$ cat config.mk
export PLATFORM = sky130hd
export DESIGN_NAME = ft_cmd_sequencer
export DESIGN_NICKNAME = d
export VERILOG_FILES = /design/src/rtl/ft_cmd_pkg.sv /design/src/rtl/ft_cmd_timer.sv /design/src/rtl/ft_cmd_sequencer.sv
export SDC_FILE = /design/constraint.sdc
export NUM_CORES = 1
export LEC_CHECK = 0
export CORE_MARGIN = 2
export CORE_UTILIZATION = 40
export DETAILED_ROUTE_END_ITERATION = 10
export HOLD_SLACK_MARGIN = 0.12
export PLACE_DENSITY = 0.76
export SLEW_MARGIN = 20
export SYNTH_ARGS = -nofsm -noshare
export SYNTH_HDL_FRONTEND = slang
export SYNTH_SLANG_ARGS = --single-unit
$ cat constraint.sdc
create_clock -name clk -period 3.72 [get_ports clk]
set_clock_uncertainty 0.2 [all_clocks]
set_input_delay 0.372 -clock clk [delete_from_list [all_inputs] [get_ports clk]]
set_output_delay 0.372 -clock clk [all_outputs]
set_load 0.02 [all_outputs]
$ cat src/rtl/ft_cmd_pkg.sv
// Shared opcodes, command-byte field positions and sequencer states for ft_cmd_sequencer.
package ft_cmd_pkg;

    localparam logic [1:0] OP_NOP   = 2'b00;
    localparam logic [1:0] OP_WRITE = 2'b01;
    localparam logic [1:0] OP_READ  = 2'b10;
    localparam logic [1:0] OP_START = 2'b11;

    localparam logic [1:0] RESP_TAG_DEFAULT = 2'b10;

    localparam int OP_HI   = 7;
    localparam int OP_LO   = 6;
    localparam int ADDR_HI = 5;
    localparam int ADDR_LO = 0;

    typedef enum logic [2:0] {
        S_IDLE,
        S_WDATA,
        S_RD,
        S_RDCAP,
        S_HDR,
        S_DATA,
        S_STREAM
    } state_t;

endpackage

$ cat src/rtl/ft_cmd_timer.sv
// WRITE-data timeout counter: cleared by i_load, counts while i_en, flags the final cycle.
// Only built when CMD_TIMEOUT_EN is defined; otherwise the sequencer has no timer at all.
`ifdef CMD_TIMEOUT_EN
module ft_cmd_timer #(
    parameter int TIMEOUT_CYCLES = 1000000,
    parameter int TIMEOUT_W      = 20
) (
    input  logic clk,
    input  logic rst_n,
    input  logic i_load,
    input  logic i_en,
    output logic o_expire
);

    logic [TIMEOUT_W-1:0] r_cnt;

    always_ff @(posedge clk or negedge rst_n) begin
        if (!rst_n) begin
            r_cnt <= '0;
        end else if (i_load) begin
            r_cnt <= '0;
        end else if (i_en) begin
            r_cnt <= r_cnt + TIMEOUT_W'(1);
        end
    end

    assign o_expire = i_en && (r_cnt == TIMEOUT_W'(TIMEOUT_CYCLES - 1));

endmodule
`endif

$ cat src/rtl/ft_cmd_sequencer.sv
// FT245 command sequencer: decodes rx command bytes into register accesses and readout starts,
// and arbitrates the tx FIFO between read responses and the pixel stream. Option: CMD_TIMEOUT_EN.
module ft_cmd_sequencer
    import ft_cmd_pkg::*;
#(
    parameter int         TIMEOUT_CYCLES = 1000000,
    parameter int         TIMEOUT_W      = 20,
    parameter logic [1:0] RESP_TAG       = RESP_TAG_DEFAULT
) (
    input  logic       clk,
    input  logic       rst_n,
    input  logic [7:0] rx_rdata,
    input  logic       rx_rempty,
    output logic       rx_rinc,
    output logic [7:0] tx_wdata,
    output logic       tx_winc,
    input  logic       tx_wfull,
    output logic [5:0] reg_addr,
    output logic [7:0] reg_wdata,
    output logic       reg_we,
    output logic       reg_re,
    input  logic [7:0] reg_rdata,
    output logic       readout_start,
    input  logic [7:0] pix_data,
    input  logic       pix_valid,
    input  logic       pix_last,
    output logic       pix_ready,
    output logic       cmd_busy,
    output logic [7:0] err_count
);

    if (2**TIMEOUT_W <= TIMEOUT_CYCLES) begin : g_bad_cfg
        $error("TIMEOUT_W is too narrow to hold TIMEOUT_CYCLES");
    end

    state_t     r_state, w_next;
    logic [5:0] r_addr;
    logic [7:0] r_wdata;
    logic [7:0] r_resp;
    logic [1:0] w_op;
    logic       w_expire;

    assign w_op     = rx_rdata[OP_HI:OP_LO];
    assign reg_addr = r_addr;
    assign cmd_busy = (r_state != S_IDLE);

    always_ff @(posedge clk or negedge rst_n) begin
        if (!rst_n) begin
            r_state <= S_IDLE;
        end else begin
            r_state <= w_next;
        end
    end

    always_comb begin
        w_next        = r_state;
        rx_rinc       = 1'b0;
        tx_winc       = 1'b0;
        tx_wdata      = 8'd0;
        reg_we        = 1'b0;
        reg_re        = 1'b0;
        reg_wdata     = r_wdata;
        readout_start = 1'b0;
        pix_ready     = 1'b0;
        case (r_state)
            S_IDLE: begin
                // Gated by rst_n so a non-empty FIFO cannot pop or start a frame during reset.
                if (!rx_rempty && rst_n) begin
                    rx_rinc = 1'b1;
                    case (w_op)
                        OP_NOP:   w_next = S_IDLE;
                        OP_WRITE: w_next = S_WDATA;
                        OP_READ:  w_next = S_RD;
                        OP_START: begin
                            readout_start = 1'b1;
                            w_next        = S_STREAM;
                        end
                    endcase
                end
            end
            S_WDATA: begin
                // A data byte present in the expiry cycle still completes the write.
                if (!rx_rempty) begin
                    rx_rinc   = 1'b1;
                    reg_we    = 1'b1;
                    reg_wdata = rx_rdata;
                    w_next    = S_IDLE;
                end else if (w_expire) begin
                    w_next = S_IDLE;
                end
            end
            S_RD: begin
                reg_re = 1'b1;
                w_next = S_RDCAP;
            end
            S_RDCAP: w_next = S_HDR;
            S_HDR: begin
                tx_wdata = {RESP_TAG, r_addr};
                if (!tx_wfull) begin
                    tx_winc = 1'b1;
                    w_next  = S_DATA;
                end
            end
            S_DATA: begin
                tx_wdata = r_resp;
                if (!tx_wfull) begin
                    tx_winc = 1'b1;
                    w_next  = S_IDLE;
                end
            end
            S_STREAM: begin
                pix_ready = ~tx_wfull;
                tx_wdata  = pix_data;
                tx_winc   = pix_valid & ~tx_wfull;
                if (pix_valid && !tx_wfull && pix_last) begin
                    w_next = S_IDLE;
                end
            end
            default: w_next = S_IDLE;
        endcase
    end

    always_ff @(posedge clk or negedge rst_n) begin
        if (!rst_n) begin
            r_addr  <= 6'd0;
            r_wdata <= 8'd0;
            r_resp  <= 8'd0;
        end else begin
            if (r_state == S_IDLE && rx_rinc) begin
                r_addr <= rx_rdata[ADDR_HI:ADDR_LO];
            end
            if (reg_we) begin
                r_wdata <= rx_rdata;
            end
            if (r_state == S_RDCAP) begin
                r_resp <= reg_rdata;
            end
        end
    end

`ifdef CMD_TIMEOUT_EN
    logic       w_load;
    logic       w_tmr_en;
    logic [7:0] r_err;

    assign w_load   = (r_state == S_IDLE) && rx_rinc && (w_op == OP_WRITE);
    assign w_tmr_en = (r_state == S_WDATA);

    ft_cmd_timer #(
        .TIMEOUT_CYCLES(TIMEOUT_CYCLES),
        .TIMEOUT_W     (TIMEOUT_W)
    ) u_timer (
        .clk     (clk),
        .rst_n   (rst_n),
        .i_load  (w_load),
        .i_en    (w_tmr_en),
        .o_expire(w_expire)
    );

    always_ff @(posedge clk or negedge rst_n) begin
        if (!rst_n) begin
            r_err <= 8'd0;
        end else if (w_tmr_en && rx_rempty && w_expire && r_err != 8'hFF) begin
            r_err <= r_err + 8'd1;
        end
    end

    assign err_count = r_err;
`else
    assign w_expire  = 1'b0;
    assign err_count = 8'd0;
`endif

endmodule
==> flow_summary.yaml, run 1 <==
drt:
  wl_um: 3650
  drc: 0
  post_drt_wl_per_cell_um: 15.3
  initialDrtViolationCount: 18
  dr.pass1.iters: 4
  vias: 1139
  ant_nets: 0
  via_per_inst: 4.77
grt:
  overflow: 0
  grt_antenna_before_repair: 0
  grt_max_degree: 26
  grt_use_total: 0.174
  grt_pass1_vias: 1194
  grt_pass1_wl_um: 5880
setup_path:
  crit_fanout: 18
  cp-start-kind: "flop"
  critical_path_required_ns: 3.15
  cp-end-kind: "primary output"
  r2r_slack_ns: 1.53
  arrival_ns: 2.50
  worst-setup-path-type: "reg -> out"
sta:
  hold_viol_final: 0
  fin_crit_ns: 3.07
  worst_pin_slew_ns: 0.755
  fin_crit_sh: 0.826
  setup-tns-final_ns: 0
  fmax_ghz: 0.325
  slew_headroom: 0.497
  setup_ws_ns: 0.646
  rsz0062_at_grt: "no"
  finalSetupViolCount: 0
  slew_violations: 0
die:
  start_util: 0.422
  rows: 22
  die_x_um: 66.6
  die_y_um: 66.6
  dieArea_mm2: 0.00443
  core_mm2: 0.00372
  io_pins: 67
power:
  p_leak_nw: 0.921
  irDropWorstVdd_mv: 0.391
  power.density_mw_per_mm2: 795
logic_synthesis:
  synth_top_area_share: 0.399
  async_flop_share: 1.00
  yosys_warnings: 0
  syn_avg_cell_area_um2: 11.4
  synthCells: 137
  synth_edf_count: 0
  ys_ff_latch: 25
  synth_cell_type_count: 30
  synth_top_area_cell: "dfrtp_1"
  yosys-top-cells-count: "25 x dfrtp_1, 18 x mux2_2, 14 x mux2_4"
  yosysSeqAreaShare: 0.399
  synth_ff_type: "dfrtp_1"
  syn_area_mm2: 0.00157
  yosys-top-cells-area: "dfrtp_1 40%, mux2_4 13%, mux2_2 13%"
  synth.most_common_cell: "dfrtp_1"
run:
  maxCapViolCount: 0
cells_and_area:
  fillers: 337
  utilization: 0.585
  area_growth_pct: 38.8
  drive_gt1_frac: 0.220
  final_net_count: 222
  diodes: 0
  ff_latch_area_um2: 626
  multi_input_area_um2: 836
place:
  dpl.hpwl_um: 2800
  portBuffers: 58
  gp_congestion: 0.736
  post-place-ws_ns: 0.860
clock_network:
  insertion_delay_ns: 0.26
  cts_buffers: 3
  cts_htree_levels: 1
  cts_max_path_buffers: 2
  hold_buffers: 0
  root_buffer: "clkbuf_8"
  cts_tree: "done"
  cts_resized: 0
  cts_setup_buffers: 0
  cts_sinks: 25
  clk_pin_slew_ns: 0.09
status:
  run_status: "completed"
hold_path:
  min_path_type: "reg -> reg"
worst max-delay path: stages (launching register included):
cell and delay, ns:
dfrtp_1 0.66, nor4b_4 0.37, buf_4 0.31, mux2_4 0.33, clkdlybuf4s50_1 0.56
through the flow:
step	power (mW)	cell area, um2	hold WS (ns)	instances
floorplan	1.20	1590	-0.124	144
global placement	1.55	2130	0.285	235
detailed placement	1.58	2130	0.285	235
CTS	1.75	2170	0.307	239
global route	1.85	2170	0.323	239
finish	1.73	2170	0.303	239
sequential cells by signal (all words and copies together), names as in the netlist:
signal    cells
r_resp        8
r_state       3
reg_addr      6
r_wdata       8
worst paths after layout:
check / start / endpoint / cells past startpoint
min in group asynchronous: rst_n / r_wdata[0]$_DFFE_PN0P_ / 2
max in group asynchronous: rst_n / r_wdata[2]$_DFFE_PN0P_ / 2
setup reg to reg: r_state[1]$_DFFE_PN0P_ / r_state[0]$_DFFE_PN0P_ / 4
hold / removal: r_resp[7]$_DFFE_PN0N_ / r_resp[7]$_DFFE_PN0N_ / 1
hold reg to reg: r_resp[7]$_DFFE_PN0N_ / r_resp[7]$_DFFE_PN0N_ / 1
setup / recovery: r_state[1]$_DFFE_PN0P_ / reg_wdata[2] / 4
area by class of cell:
type,instances,area share
inverters,3,0.00518
repair buffers,60,0.274
flip-flops and latches,25,0.288
clock inverters,1,0.00230
multi-input cells,99,0.384
clock buffers,3,0.0190
well taps,48,0.0276
routing by layer:
layer / global-route usage / up-vias / share of wire
li1: - / 561 / -
met3: 0.0574 / 0 / 0.078
met2: 0.298 / 37 / 0.49
met5: 0 / - / 0
met1: 0.215 / 541 / 0.43
met4: 0.0306 / 0 / 0
report_power, final:
part           switching [mW]  internal, mW
sequential              0.145         0.407
combinational           0.425         0.590
clock                  0.0862        0.0748
kinds of logic after synthesis:
logic type,count (synthesis),synth area share
muxes,38,0.302
and+or+nand+nor,36,0.141
DFF,25,0.399
buffers and inverters,20,0.0839
AOI/OAI and AO/OA,17,0.0711
other,1,0.00239
cells in the final DEF (no fill, tap or decap):
cell / Yosys / routed
a211oi_1: 2 / 2
a21oi_1: 3 / 3
a22oi_1: 1 / 1
a311oi_2: 1 / 1
and2_1: 7 / 7
and2b_1: 1 / 1
and3b_1: 1 / 1
buf_4: 8 / 2
clkbuf_8: 0 / 3
clkdlybuf4s50_1: 0 / 58
clkinv_2: 0 / 1
conb_1: 1 / 8
dfrtp_1: 25 / 25
inv_1: 3 / 3
mux2_2: 18 / 18
mux2_4: 14 / 14
mux2i_1: 6 / 6
nand2_1: 10 / 10
nand2b_1: 2 / 2
nand2b_4: 1 / 1
nand3b_1: 1 / 1
nor2_1: 5 / 5
nor2b_1: 5 / 5
nor3_1: 1 / 1
nor4b_4: 1 / 1
o21a_1: 1 / 1
o21ai_0: 7 / 7
o2bb2ai_1: 1 / 1
o31ai_1: 1 / 1
or3_4: 1 / 1
(Power assumes the default switching activity.)
==> run 2, diff against run 1 <==
==> constraint.sdc (replaced) <==
create_clock -name clk -period 2.95 [get_ports clk]
set_clock_uncertainty 0.2 [all_clocks]
set_input_delay 0.295 -clock clk [delete_from_list [all_inputs] [get_ports clk]]
set_output_delay 0.295 -clock clk [all_outputs]
set_load 0.02 [all_outputs]
==> flow_summary.yaml, run 2 (synthesis gave the netlist of run 1 again) <==
cells_and_area:
  utilization: 0.593
  final_area_mm2: 0.00220
  final_cell_count_no_fill: 243
  drive_gt1_frac: 0.236
  area_growth_pct: 40.7
  final_common_cell: "clkdlybuf4s50_1"
  diodes: 0
  final_cell_mix: "58 x clkdlybuf4s50_1, 25 x dfrtp_1, 18 x mux2_2"
  final_net_count: 226
setup_path:
  cp-end-kind: "primary output"
  worst-setup-path-type: "reg -> out"
  cp_cell_sequence: "nor4b_4 -> buf_4 -> mux2_4 -> clkdlybuf4s50_1"
  critPathSlowestCell: "clkdlybuf4s50_1"
  crit_path_end: "reg_wdata[5]"
  r2r_cells: 4
  r2r_slack_ns: 0.90
  crit_fanout: 13
  cp-start-kind: "flop"
  arrival_ns: 2.21
  critical_path_required_ns: 2.46
  crit_family: "buffers and inverters"
  worst_path_largest_cell_delay_ns: 0.55
  reg2reg_from: "r_state[1]$_DFFE_PN0P_"
  startpoint: "r_state[1]$_DFFE_PN0P_"
  path_depth: 4
  worstReg2RegEnd: "r_state[0]$_DFFE_PN0P_"
  crit_buf_inv: 2
clock_network:
  cts_buffers: 3
  cts_tree: "done"
  hold_buffers: 0
  cts_setup_buffers: 0
  insertion_delay_ns: 0.26
  root_buffer: "clkbuf_8"
  cts_htree_levels: 1
  cts_max_path_buffers: 2
  cts_sinks: 25
  clk_pin_slew_ns: 0.09
  cts_resized: 0
power:
  irDropWorstVdd_mv: 0.568
  power.density_mw_per_mm2: 1000
  p_leak_nw: 0.942
drt:
  dr.pass1.iters: 4
  vias: 1174
  initialDrtViolationCount: 12
  via_per_inst: 4.83
  post_drt_wl_per_cell_um: 14.7
  wl_um: 3580
  ant_nets: 0
  drc: 0
run:
  maxCapViolCount: 0
place:
  place_area_mm2: 0.00216
  portBuffers: 58
  dpl.hpwl_um: 2800
  gp_congestion: 0.725
  post-place-ws_ns: 0.299
  dp_cells: 239
grt:
  grt_antenna_before_repair: 0
  grt_pass1_wl_um: 5950
  grt_pass1_vias: 1284
  overflow: 0
  grt_max_degree: 26
  grt_use_total: 0.174
sta:
  slew_violations: 0
  hold_viol_final: 0
  fmax_ghz: 0.369
  fin_crit_ns: 2.71
  setup_ws_ns: 0.240
  finalSetupViolCount: 0
  fin_crit_sh: 0.919
  setup-tns-final_ns: 0
  rsz0062_at_grt: "no"
die:
  core_mm2: 0.00372
  start_util: 0.422
  io_pins: 67
  dieArea_mm2: 0.00443
  die_y_um: 66.6
  rows: 22
  die_x_um: 66.6
status:
  run_status: "completed"
hold_path:
  min_path_type: "in -> async"
-- run 2: cell count changes in the layout (fill, tap and decap cells not counted), sizes merged --
cell / delta
buf: +4
-- run 2: worst register-to-register path, delay by kind of cell, from the launching register on --
kind,cells,cell delay (ns)
and+or+nand+nor,1,0.22
AOI/OAI and AO/OA,1,0.37
DFF,1,0.51
buffers and inverters,1,0.24
muxes,1,0.39
-- run 2: worst min path at each step --
| stage | to | cells past startpoint | startpoint | slack, ns |
|---|---|---|---|---|
| after floorplan | r_resp[0]$_DFFE_PN0N_ | 0 | rst_n | -0.20 |
| after global placement | r_resp[7]$_DFFE_PN0N_ | 1 | r_resp[7]$_DFFE_PN0N_ | 0.29 |
| after detailed placement | r_resp[7]$_DFFE_PN0N_ | 1 | r_resp[7]$_DFFE_PN0N_ | 0.29 |
| after CTS | r_wdata[7]$_DFFE_PN0P_ | 2 | rst_n | 0.30 |
| after global routing | r_resp[7]$_DFFE_PN0N_ | 1 | r_resp[7]$_DFFE_PN0N_ | 0.32 |
| final | r_wdata[7]$_DFFE_PN0P_ | 2 | rst_n | 0.28 |
-- run 2: final cells by class --
type	count	area [um2]
Fill cell	332	1510
Multi-Input combinational cell	99	836
Sequential cell	25	626
Timing Repair Buffer	64	626
Tap cell	48	60.1
Clock buffer	3	41.3
Inverter	3	11.3
Clock inverter	1	5.00
-- run 2: where the power goes --
group | internal [mW] | switching [mW]
combinational | 0.768 | 0.595
clock | 0.0944 | 0.110
sequential | 0.515 | 0.125
-- run 2: per-stage QoR --
| stage | hold WS [ns] | power [mW] |
|---|---|---|
| floorplan | -0.201 | 1.51 |
| global placement | 0.285 | 1.98 |
| detailed placement | 0.290 | 2.01 |
| CTS | 0.301 | 2.23 |
| global route | 0.324 | 2.36 |
| finish | 0.278 | 2.21 |
-- run 2: routing by layer --
layer,part of all wire,wire length [um],GRT usage,up-vias
met1,0.43,1550,0.213,557
met3,0.084,300,0.0541,2
met5,0,0,0,-
li1,-,-,-,576
met4,0.0064,23,0.0536,0
met2,0.48,1710,0.293,39
==> run 3, diff against run 2 <==
--- a/config.mk
+++ b/config.mk
@@ -8,6 +8,7 @@
 export CORE_MARGIN = 2
 export CORE_UTILIZATION = 40
 export DETAILED_ROUTE_END_ITERATION = 10
+export GPL_ROUTABILITY_DRIVEN = 0
 export HOLD_SLACK_MARGIN = 0.12
 export PLACE_DENSITY = 0.76
 export SLEW_MARGIN = 20
==> results of run 3 <==
Same layout as run 2: the final DEF is identical, and so are final timing and power.
